==> src/rtl/led_ctrl_pkg.sv <==
// led_ctrl_pkg: shared types and constants for the power-LED button controller.
//
// Contents:
//   btn_state_t              press-classification FSM states
//   CLK_HZ                   system clock frequency the default timings assume
//   DEFAULT_DEBOUNCE_CYCLES  10 ms worth of clk cycles
//   DEFAULT_LONG_CYCLES      1 s worth of clk cycles
package led_ctrl_pkg;

  typedef enum logic [1:0] {
    IDLE    = 2'd0,
    PRESSED = 2'd1,
    LONG    = 2'd2
  } btn_state_t;

  localparam int unsigned CLK_HZ                  = 27_000_000;
  localparam int unsigned DEFAULT_DEBOUNCE_CYCLES = CLK_HZ / 100;
  localparam int unsigned DEFAULT_LONG_CYCLES     = CLK_HZ;

endpackage

==> src/rtl/sync_debounce.sv <==
// sync_debounce: two-flop synchroniser on the raw active-low button followed by a
// stable-level counter. A new level is accepted once the synchronised input has
// differed from the accepted level for DEBOUNCE_CYCLES consecutive samples.
//
// Ports:
//   clk      system clock, posedge
//   rst_n    synchronous active-low reset
//   btn_n    raw asynchronous button, 0 = pressed
//   restart  veto the acceptance signalled by `changed` this cycle: the accepted
//            level is kept and the count starts over
//   stable   accepted button level, 1 = pressed
//   changed  high during the cycle whose posedge accepts a new level
//            (combinational strobe from registered state)
//
// DEBOUNCE_CYCLES must be >= 2.
module sync_debounce #(
  parameter int unsigned DEBOUNCE_CYCLES = 270000
) (
  input  logic clk,
  input  logic rst_n,
  input  logic btn_n,
  input  logic restart,
  output logic stable,
  output logic changed
);

  localparam int unsigned CntW = $clog2(DEBOUNCE_CYCLES + 1);
  localparam logic [CntW-1:0] CntLast = CntW'(DEBOUNCE_CYCLES - 1);
  localparam logic [CntW-1:0] CntMax  = CntW'(DEBOUNCE_CYCLES);

  logic            sync1_q;
  logic            sync2_q;
  logic            pressed;
  logic [CntW-1:0] db_cnt_q;
  logic [CntW-1:0] db_cnt_d;
  logic            stable_q;
  logic            stable_d;

  assign pressed = ~sync2_q;

  // The sample at this edge is the DEBOUNCE_CYCLES-th consecutive differing one.
  assign changed = (pressed != stable_q) && (db_cnt_q == CntLast);

  always_comb begin
    db_cnt_d = db_cnt_q;
    stable_d = stable_q;
    if (pressed == stable_q) begin
      // Any sample back at the accepted level restarts the count (bounce).
      db_cnt_d = '0;
    end else if (changed) begin
      db_cnt_d = '0;
      if (!restart) begin
        stable_d = pressed;
      end
    end else if (db_cnt_q != CntMax) begin
      db_cnt_d = db_cnt_q + 1'b1;
    end
  end

  always_ff @(posedge clk) begin
    if (!rst_n) begin
      sync1_q  <= 1'b1;
      sync2_q  <= 1'b1;
      db_cnt_q <= '0;
      stable_q <= 1'b0;
    end else begin
      sync1_q  <= btn_n;
      sync2_q  <= sync1_q;
      db_cnt_q <= db_cnt_d;
      stable_q <= stable_d;
    end
  end

  assign stable = stable_q;

endmodule

==> src/rtl/led_btn_ctrl.sv <==
// led_btn_ctrl: conditions the power-LED push button and produces the `sw` enable
// level for the breathing PWM stage. Each debounced press is classified as short
// (toggles sw on release) or long (one-cycle event pulse when the hold time is
// reached; sw untouched).
//
// Ports:
//   clk          system clock, posedge
//   rst_n        synchronous active-low reset
//   btn_n        raw asynchronous button, 0 = pressed
//   sw           LED enable to the PWM stage, 1 = running (reset value INIT_EN)
//   btn_level    debounced button state, 1 = pressed
//   short_pulse  one-cycle pulse when a short press is released
//   long_pulse   one-cycle pulse when a press reaches LONG_CYCLES
//
// LONG_CYCLES is counted from the cycle the press is accepted and must exceed
// DEBOUNCE_CYCLES. All outputs come straight from flops.
module led_btn_ctrl
  import led_ctrl_pkg::*;
#(
  parameter int unsigned DEBOUNCE_CYCLES = DEFAULT_DEBOUNCE_CYCLES,
  parameter int unsigned LONG_CYCLES     = DEFAULT_LONG_CYCLES,
  parameter bit          INIT_EN         = 1'b1
) (
  input  logic clk,
  input  logic rst_n,
  input  logic btn_n,
  output logic sw,
  output logic btn_level,
  output logic short_pulse,
  output logic long_pulse
);

  localparam int unsigned HoldW = $clog2(LONG_CYCLES + 1);
  localparam logic [HoldW-1:0] HoldLast = HoldW'(LONG_CYCLES - 1);
  localparam logic [HoldW-1:0] HoldMax  = HoldW'(LONG_CYCLES);

  btn_state_t       state_q;
  btn_state_t       state_d;
  logic [HoldW-1:0] hold_cnt_q;
  logic [HoldW-1:0] hold_cnt_d;
  logic             sw_q;
  logic             sw_d;
  logic             btn_level_q;
  logic             btn_level_d;
  logic             short_q;
  logic             short_d;
  logic             long_q;
  logic             long_d;

  logic db_stable;
  logic db_changed;
  logic press_acc;
  logic release_acc;
  logic hold_done;
  logic db_restart;

  // Long wins over a release accepted on the same edge; the debouncer then keeps
  // "pressed" so the release is debounced again from LONG.
  assign hold_done  = (state_q == PRESSED) && (hold_cnt_q == HoldLast);
  assign db_restart = hold_done && release_acc;

  sync_debounce #(
    .DEBOUNCE_CYCLES(DEBOUNCE_CYCLES)
  ) u_sync_debounce (
    .clk    (clk),
    .rst_n  (rst_n),
    .btn_n  (btn_n),
    .restart(db_restart),
    .stable (db_stable),
    .changed(db_changed)
  );

  assign press_acc   = db_changed && !db_stable;
  assign release_acc = db_changed && db_stable;

  always_comb begin
    state_d    = state_q;
    hold_cnt_d = '0;
    sw_d       = sw_q;
    short_d    = 1'b0;
    long_d     = 1'b0;

    unique case (state_q)
      IDLE: begin
        if (press_acc) begin
          state_d = PRESSED;
        end
      end

      PRESSED: begin
        hold_cnt_d = (hold_cnt_q != HoldMax) ? hold_cnt_q + 1'b1 : hold_cnt_q;
        if (hold_done) begin
          state_d = LONG;
          long_d  = 1'b1;
        end else if (release_acc) begin
          state_d = IDLE;
          short_d = 1'b1;
          sw_d    = ~sw_q;
        end
      end

      LONG: begin
        // A stuck button parks here; no repeated events.
        if (release_acc) begin
          state_d = IDLE;
        end
      end

      default: begin
        state_d = IDLE;
      end
    endcase

    btn_level_d = (state_d != IDLE);
  end

  always_ff @(posedge clk) begin
    if (!rst_n) begin
      state_q     <= IDLE;
      hold_cnt_q  <= '0;
      sw_q        <= INIT_EN;
      btn_level_q <= 1'b0;
      short_q     <= 1'b0;
      long_q      <= 1'b0;
    end else begin
      state_q     <= state_d;
      hold_cnt_q  <= hold_cnt_d;
      sw_q        <= sw_d;
      btn_level_q <= btn_level_d;
      short_q     <= short_d;
      long_q      <= long_d;
    end
  end

  assign sw          = sw_q;
  assign btn_level   = btn_level_q;
  assign short_pulse = short_q;
  assign long_pulse  = long_q;

endmodule

==> config.mk <==
export PLATFORM = sky130hd
export DESIGN_NAME = led_btn_ctrl
export DESIGN_NICKNAME = d
export VERILOG_FILES = /design/src/rtl/led_ctrl_pkg.sv /design/src/rtl/sync_debounce.sv /design/src/rtl/led_btn_ctrl.sv
export SDC_FILE = /design/constraint.sdc
export NUM_CORES = 1
export LEC_CHECK = 0
export BUFFER_PORTS_ARGS = -buffer_cell sky130_fd_sc_hd__buf_4
export CORE_UTILIZATION = 59
export CTS_BUF_LIST = sky130_fd_sc_hd__clkbuf_2 sky130_fd_sc_hd__clkbuf_4 sky130_fd_sc_hd__clkbuf_8
export DETAILED_ROUTE_END_ITERATION = 12
export GPL_ROUTABILITY_DRIVEN = 0
export GPL_TIMING_DRIVEN = 0
export MAX_ROUTING_LAYER = met4
export PLACE_DENSITY = 0.79
export SYNTH_ARGS = -nofsm -noshare
export SYNTH_HDL_FRONTEND = slang
export SYNTH_SLANG_ARGS = --single-unit
export TNS_END_PERCENT = 1
==> constraint.sdc <==
create_clock -name clk -period 4.5 [get_ports clk]
set_clock_uncertainty 0.15 [all_clocks]
set_input_delay 0.675 -clock clk [delete_from_list [all_inputs] [get_ports clk]]
set_output_delay 0.675 -clock clk [all_outputs]
set_load 0.1 [all_outputs]
== Word-level counts from Yosys, hierarchy flattened ==
Index checks and enable logic that the tools add are counted.
Storage, ports and cells
  register bits after elaboration: 53
  latch bits: 0
  RAM bits: 0
  memory bits (read-only): 0
  output and inout port bits: 4
  logic and storage cells: 46
  memories kept: 0
Operators by class
  add/sub/neg operators: 2
  multiply operators: 0
  divide/modulo/power cells: 0
  magnitude comparators: 0
  equal/unequal tests: 8
  shift operators: 0
  muxes and demuxes: 6
  bitwise operators: 7
  reduce and logical (&&, ||, !) cells: 13
Operators by type and width (count)
  $add A25 B1 Y25 const B: 1
  $eq A25 B25 Y1 const B: 1
  $ne A25 B25 Y1 const B: 1
  $add A19 B1 Y19 const B: 1
  $eq A19 B19 Y1 const B: 1
  $ne A19 B19 Y1 const B: 1
  $not A1 Y1: 7
  $mux W2: 3
  $pmux W2 S3: 1
  $reduce_and A3 Y1: 2
  $reduce_or A3 Y1: 2
  $logic_and A1 B1 Y1: 5
  $eq A2 B1 Y1 const B: 1
  $eq A2 B2 Y1 const B: 1
  $logic_not A2 Y1: 1
  $mux W1: 2
  $reduce_and A2 Y1: 1
  $reduce_bool A2 Y1: 1
  $eq A1 B1 Y1: 1
  $logic_not A1 Y1: 1
  $ne A1 B1 Y1: 1

== Longest topological paths before layout ==
  depth after elaboration: 8
  mapped depth: 6
  depth with buffers taken out: 6

== Modules after synthesis ==
From an unflattened synthesis, not the netlist that was laid out.
Second synthesis, totals
  cell total of the unflattened synthesis: 296
  area, all modules: 2638.8 um2
By module, submodules not included
  led_btn_ctrl: instances 1, cells each 170, area an instance 1507.7 um2
  sync_debounce: instances 1, cells each 126, area an instance 1131.1 um2

== Least setup slack after synthesis ==
Ideal clock, no wire load.
  path type: register -> register
  start: reg u_sync_debounce.db_cnt_q[6]
  end: reg sw_q, in the netlist sw
  library setup time: 0.134 ns
  data arrival time: 1.906 ns
  required time: 4.216 ns
  setup slack: 2.310 ns
  cell stages (with the launch flop): 6
  cells stage by stage: dfxtp_1 or4_1 or4_4 nor3_4 and4_1 o21ai_1
On the way
  cells in the longest elaborated chain, start to end: 4
Ends and longest elaborated chain
  start: declaration: RTL line sync_debounce.sv:34  | logic [CntW-1:0] db_cnt_q;
  start signal: assignment: RTL line sync_debounce.sv:69  | db_cnt_q <= db_cnt_d;
  $eq A19 B19 Y1: RTL line sync_debounce.sv:42  | assign changed = (pressed != stable_q) && (db_cnt_q == CntLast);
  $logic_and A1 B1 Y1: RTL line sync_debounce.sv:42
  $logic_and A1 B1 Y1: RTL line led_btn_ctrl.sv:74  | assign release_acc = db_changed && db_stable;
  $reduce_and A3 Y1 (no line)
  end signal: assignment: RTL line led_btn_ctrl.sv:128  | sw_q <= sw_d;
  end: declaration: RTL line led_btn_ctrl.sv:41  | logic sw_q;
No other way between the ends.
A chain may end at the register's enable or synchronous reset.

== Worst setup path after layout ==
  start: reg u_sync_debounce.db_cnt_q[6]
  end: reg u_sync_debounce.db_cnt_q[16]
On the way
  cells in the longest elaborated chain, start to end: 3
  elaborated cells between the ends (all ways): 5
Ends and longest elaborated chain
  branches (longest 3 deep; another with $add A19 B1 Y19)
Parallel ways; which one is timed is not known.

==> qor.yml <==
timing.critical_path.slowest_stage_cell: "sky130_fd_sc_hd__nor4_1"
tritoncts.num_buffers: 5
cp.required_ps: 4550
ys.flop_type: "sky130_fd_sc_hd__dfxtp_1"
initial_antenna_violation_count: 0
power.share.switching: 0.206
setup_viol_count_final: 0
power_frac_comb: 0.010
layout-drive-gt1-share: 0.0657
post-dp-hpwl_um: 3030
crit_path_cell_trace: "or4_1 > nor4_1 > nand2_1 > or2b_1 > nor2_1"
hold_viol: 0
ios: 7
synth_cell_types: 41
floorplan.initialDensity: 0.611
hold_slack_ps: 262
synth_sequential_area_ratio: 0.434
average_cell_area_after_synthesis_um2: 8.85
syn_area_mm2: 0.00244
status: "completed"
die_width_um: 66.3
max-slew-margin-rel: 0.257
avgRoutedWirePerCell_um: 12.6
global_routing_met1_resource_utilization: 0.261
floorplan.die_area_mm2: 0.00440
count_of_instances_resized_after_the_clock_tree_is_built: 0
power_density_mw_per_mm2: 281
cp_max_fanout: 5
power.static_leakage_nw: 0.867
number_of_setup_buffers_added_after_cts: 0
cts.reportedPaths.clkPinSlew_ps: 90
p_int_mw: 0.587
setup-tns-final_ps: 0
clock_insertion_delay_worst_skew_ps: 300
final.period_utilization: 0.538
synth_edf_count: 0
power_frac_clock: 0.354
yosys_register_bits: 53
cp_slowest_stage_delay_ps: 650
minimum_setup_slack_in_the_final_design_ps: 2080
grtUsageTotal: 0.230
detailedRoute.firstPassIterationCount: 4
synthesized_net_count: 283
placeableCoreArea_mm2: 0.00400
r2r_cells: 5
post_drt_via_cell_ratio: 5.62
worstSetupEndpointType: "register"
postSynth.asyncResetShare: 0
critical_path.startpoint_type: "register"
detailed_route_iter0_violations: 124
commonest_non_fill_non_tap_cell_in_the_layout: "sky130_fd_sc_hd__dfxtp_1"
total_switching_power_mw: 0.153
cp.buffers_inverters: 0
finalNetCount: 295
numPortBuffers: 5
cts_root_buffer: "sky130_fd_sc_hd__clkbuf_8"
antenna-diode-count: 0
grt_start_max_net_pins: 16
synth_warnings: 0
final_antenna_net_count: 0
final.min_clock_period_ps: 2420
pre_cts_slack_ps: 2150
cp.depth: 5
postCtsHoldBufs: 0
share_seq_of_total_power: 0.636
min_delay_path_depth: 1
worst-setup-path-type: "register to register"
cpLargestDelayFamily: "simple AND/OR/NAND/NOR gates"
vdd.ir_drop.worst_uv: 242
grt_remaining_overflow: 0
detail_route.wirelength_um: 4280
area.growth.synth_to_final_pct: 7.63
h_tree_level_count: 2
routed-via-count: 1905
postLayoutCoreUtil: 0.657
timing.fmax_mhz: 413
slew_viol_final: 0
grt_use_met2: 0.383
cp.arrival_ps: 2470
min-delay-path-class: "register to register"
placed_area_mm2: 0.00254
floorplan.rows: 23
grt_use_met3: 0.0638
total_power_mw: 0.740
maxCapViolCount: 0
grt.busiest_layer: "met2"
die_y_um: 66.3
vias_in_the_first_global_route: 1825
cts_buffer_depth: 2
rsz0062_at_grt: "false"
fin_area_mm2: 0.00263
worst_pin_slew_ps: 1100
grt_pass1_wl_um: 7570
place.detailed.instances: 331
instances_no_fill: 339
tritoncts: "yes"
layout.cells.most_common_list: "53 x sky130_fd_sc_hd__dfxtp_1, 52 x sky130_fd_sc_hd__nor2_1, 26 x sky130_fd_sc_hd__xor2_1"
detail_route.drc_violations: 0
cts_num_sinks: 53
synthesis.instances: 276
[cells in the mapped netlist, types with 2 or more instances]
cell	n	area [µm²]
sky130_fd_sc_hd__ha_1	4	50.1
sky130_fd_sc_hd__nand4_1	17	106
sky130_fd_sc_hd__nand2_1	15	56.3
sky130_fd_sc_hd__nand3_1	14	70.1
sky130_fd_sc_hd__nor3_1	7	35.0
sky130_fd_sc_hd__xnor2_1	14	123
sky130_fd_sc_hd__a21o_1	2	15.0
sky130_fd_sc_hd__and3_1	5	31.3
sky130_fd_sc_hd__nor2_1	52	195
sky130_fd_sc_hd__nand2b_1	7	43.8
sky130_fd_sc_hd__a21oi_1	3	15.0
sky130_fd_sc_hd__or3_1	2	12.5
sky130_fd_sc_hd__clkbuf_1	3	11.3
sky130_fd_sc_hd__dfxtp_1	53	1060
sky130_fd_sc_hd__o21ai_1	2	10.0
sky130_fd_sc_hd__nor4b_1	2	17.5
sky130_fd_sc_hd__inv_1	8	30.0
sky130_fd_sc_hd__nand3b_1	3	22.5
sky130_fd_sc_hd__or4bb_1	2	22.5
sky130_fd_sc_hd__nor2b_1	2	12.5
sky130_fd_sc_hd__xor2_1	26	228
sky130_fd_sc_hd__and2_1	3	18.8
sky130_fd_sc_hd__and4_1	3	26.3
sky130_fd_sc_hd__mux2i_1	2	20.0
sky130_fd_sc_hd__nor4_1	9	56.3
[per-layer routing]
metal,wire (µm),part of all wire,vias up
li1,-,-,978
met1,2020,0.47,889
met2,2070,0.48,32
met3,135,0.032,6
met4,45,0.011,0
met5,0,0,-
[cell type report]
cell class | instances | area, µm²
Buffer | 4 | 22.5
Clock buffer | 6 | 76.3
Clock inverter | 2 | 10.0
Fill cell | 343 | 1370
Inverter | 8 | 30.0
Multi-Input combinational cell | 211 | 1330
Sequential cell | 53 | 1060
Tap cell | 50 | 62.6
Timing Repair Buffer | 5 | 37.5
[path summary, 6_finish.rpt]
check,startpoint,endpoint,slack [ps]
hold / removal,u_sync_debounce.sync1_q,u_sync_debounce.sync2_q,260
hold reg to reg,u_sync_debounce.sync1_q,u_sync_debounce.sync2_q,260
setup reg to reg,u_sync_debounce.db_cnt_q[6],u_sync_debounce.db_cnt_q[16],2080
setup / recovery,u_sync_debounce.db_cnt_q[6],u_sync_debounce.db_cnt_q[16],2080
[state kept, by name, summed over array words and instances (netlist names)]
signal and count:
sw 1, state_q 2, u_sync_debounce.stable 1, u_sync_debounce.sync1_q 1, long_pulse 1, u_sync_debounce.sync2_q 1, hold_cnt_q 25, short_pulse 1
u_sync_debounce.db_cnt_q 19, btn_level 1
[cell families (layout without fill, tap and decap cells)]
family,Yosys count,after routing,share of synthesized area
compound gates,14,14,0.0425
mux,2,2,0.00820
buf+inv,12,25,0.0215
fa+ha+maj,4,4,0.0205
simple gates,151,151,0.329
flops,53,53,0.434
xor+xnor,40,40,0.143
[power groups by stage]
stage | clock, mW | combinational [mW] | sequential [mW]
4_1_cts | 0.271 | 0.00712 | 0.471
3_5_place_dp | 0 | 0.00710 | 0.482
3_3_place_gp | 0 | 0.00691 | 0.481
2_1_floorplan | 0 | 0.00533 | 0.481
5_1_grt | 0.290 | 0.00787 | 0.471
6_report | 0.262 | 0.00704 | 0.470
Power figures use the tool's default switching activity.
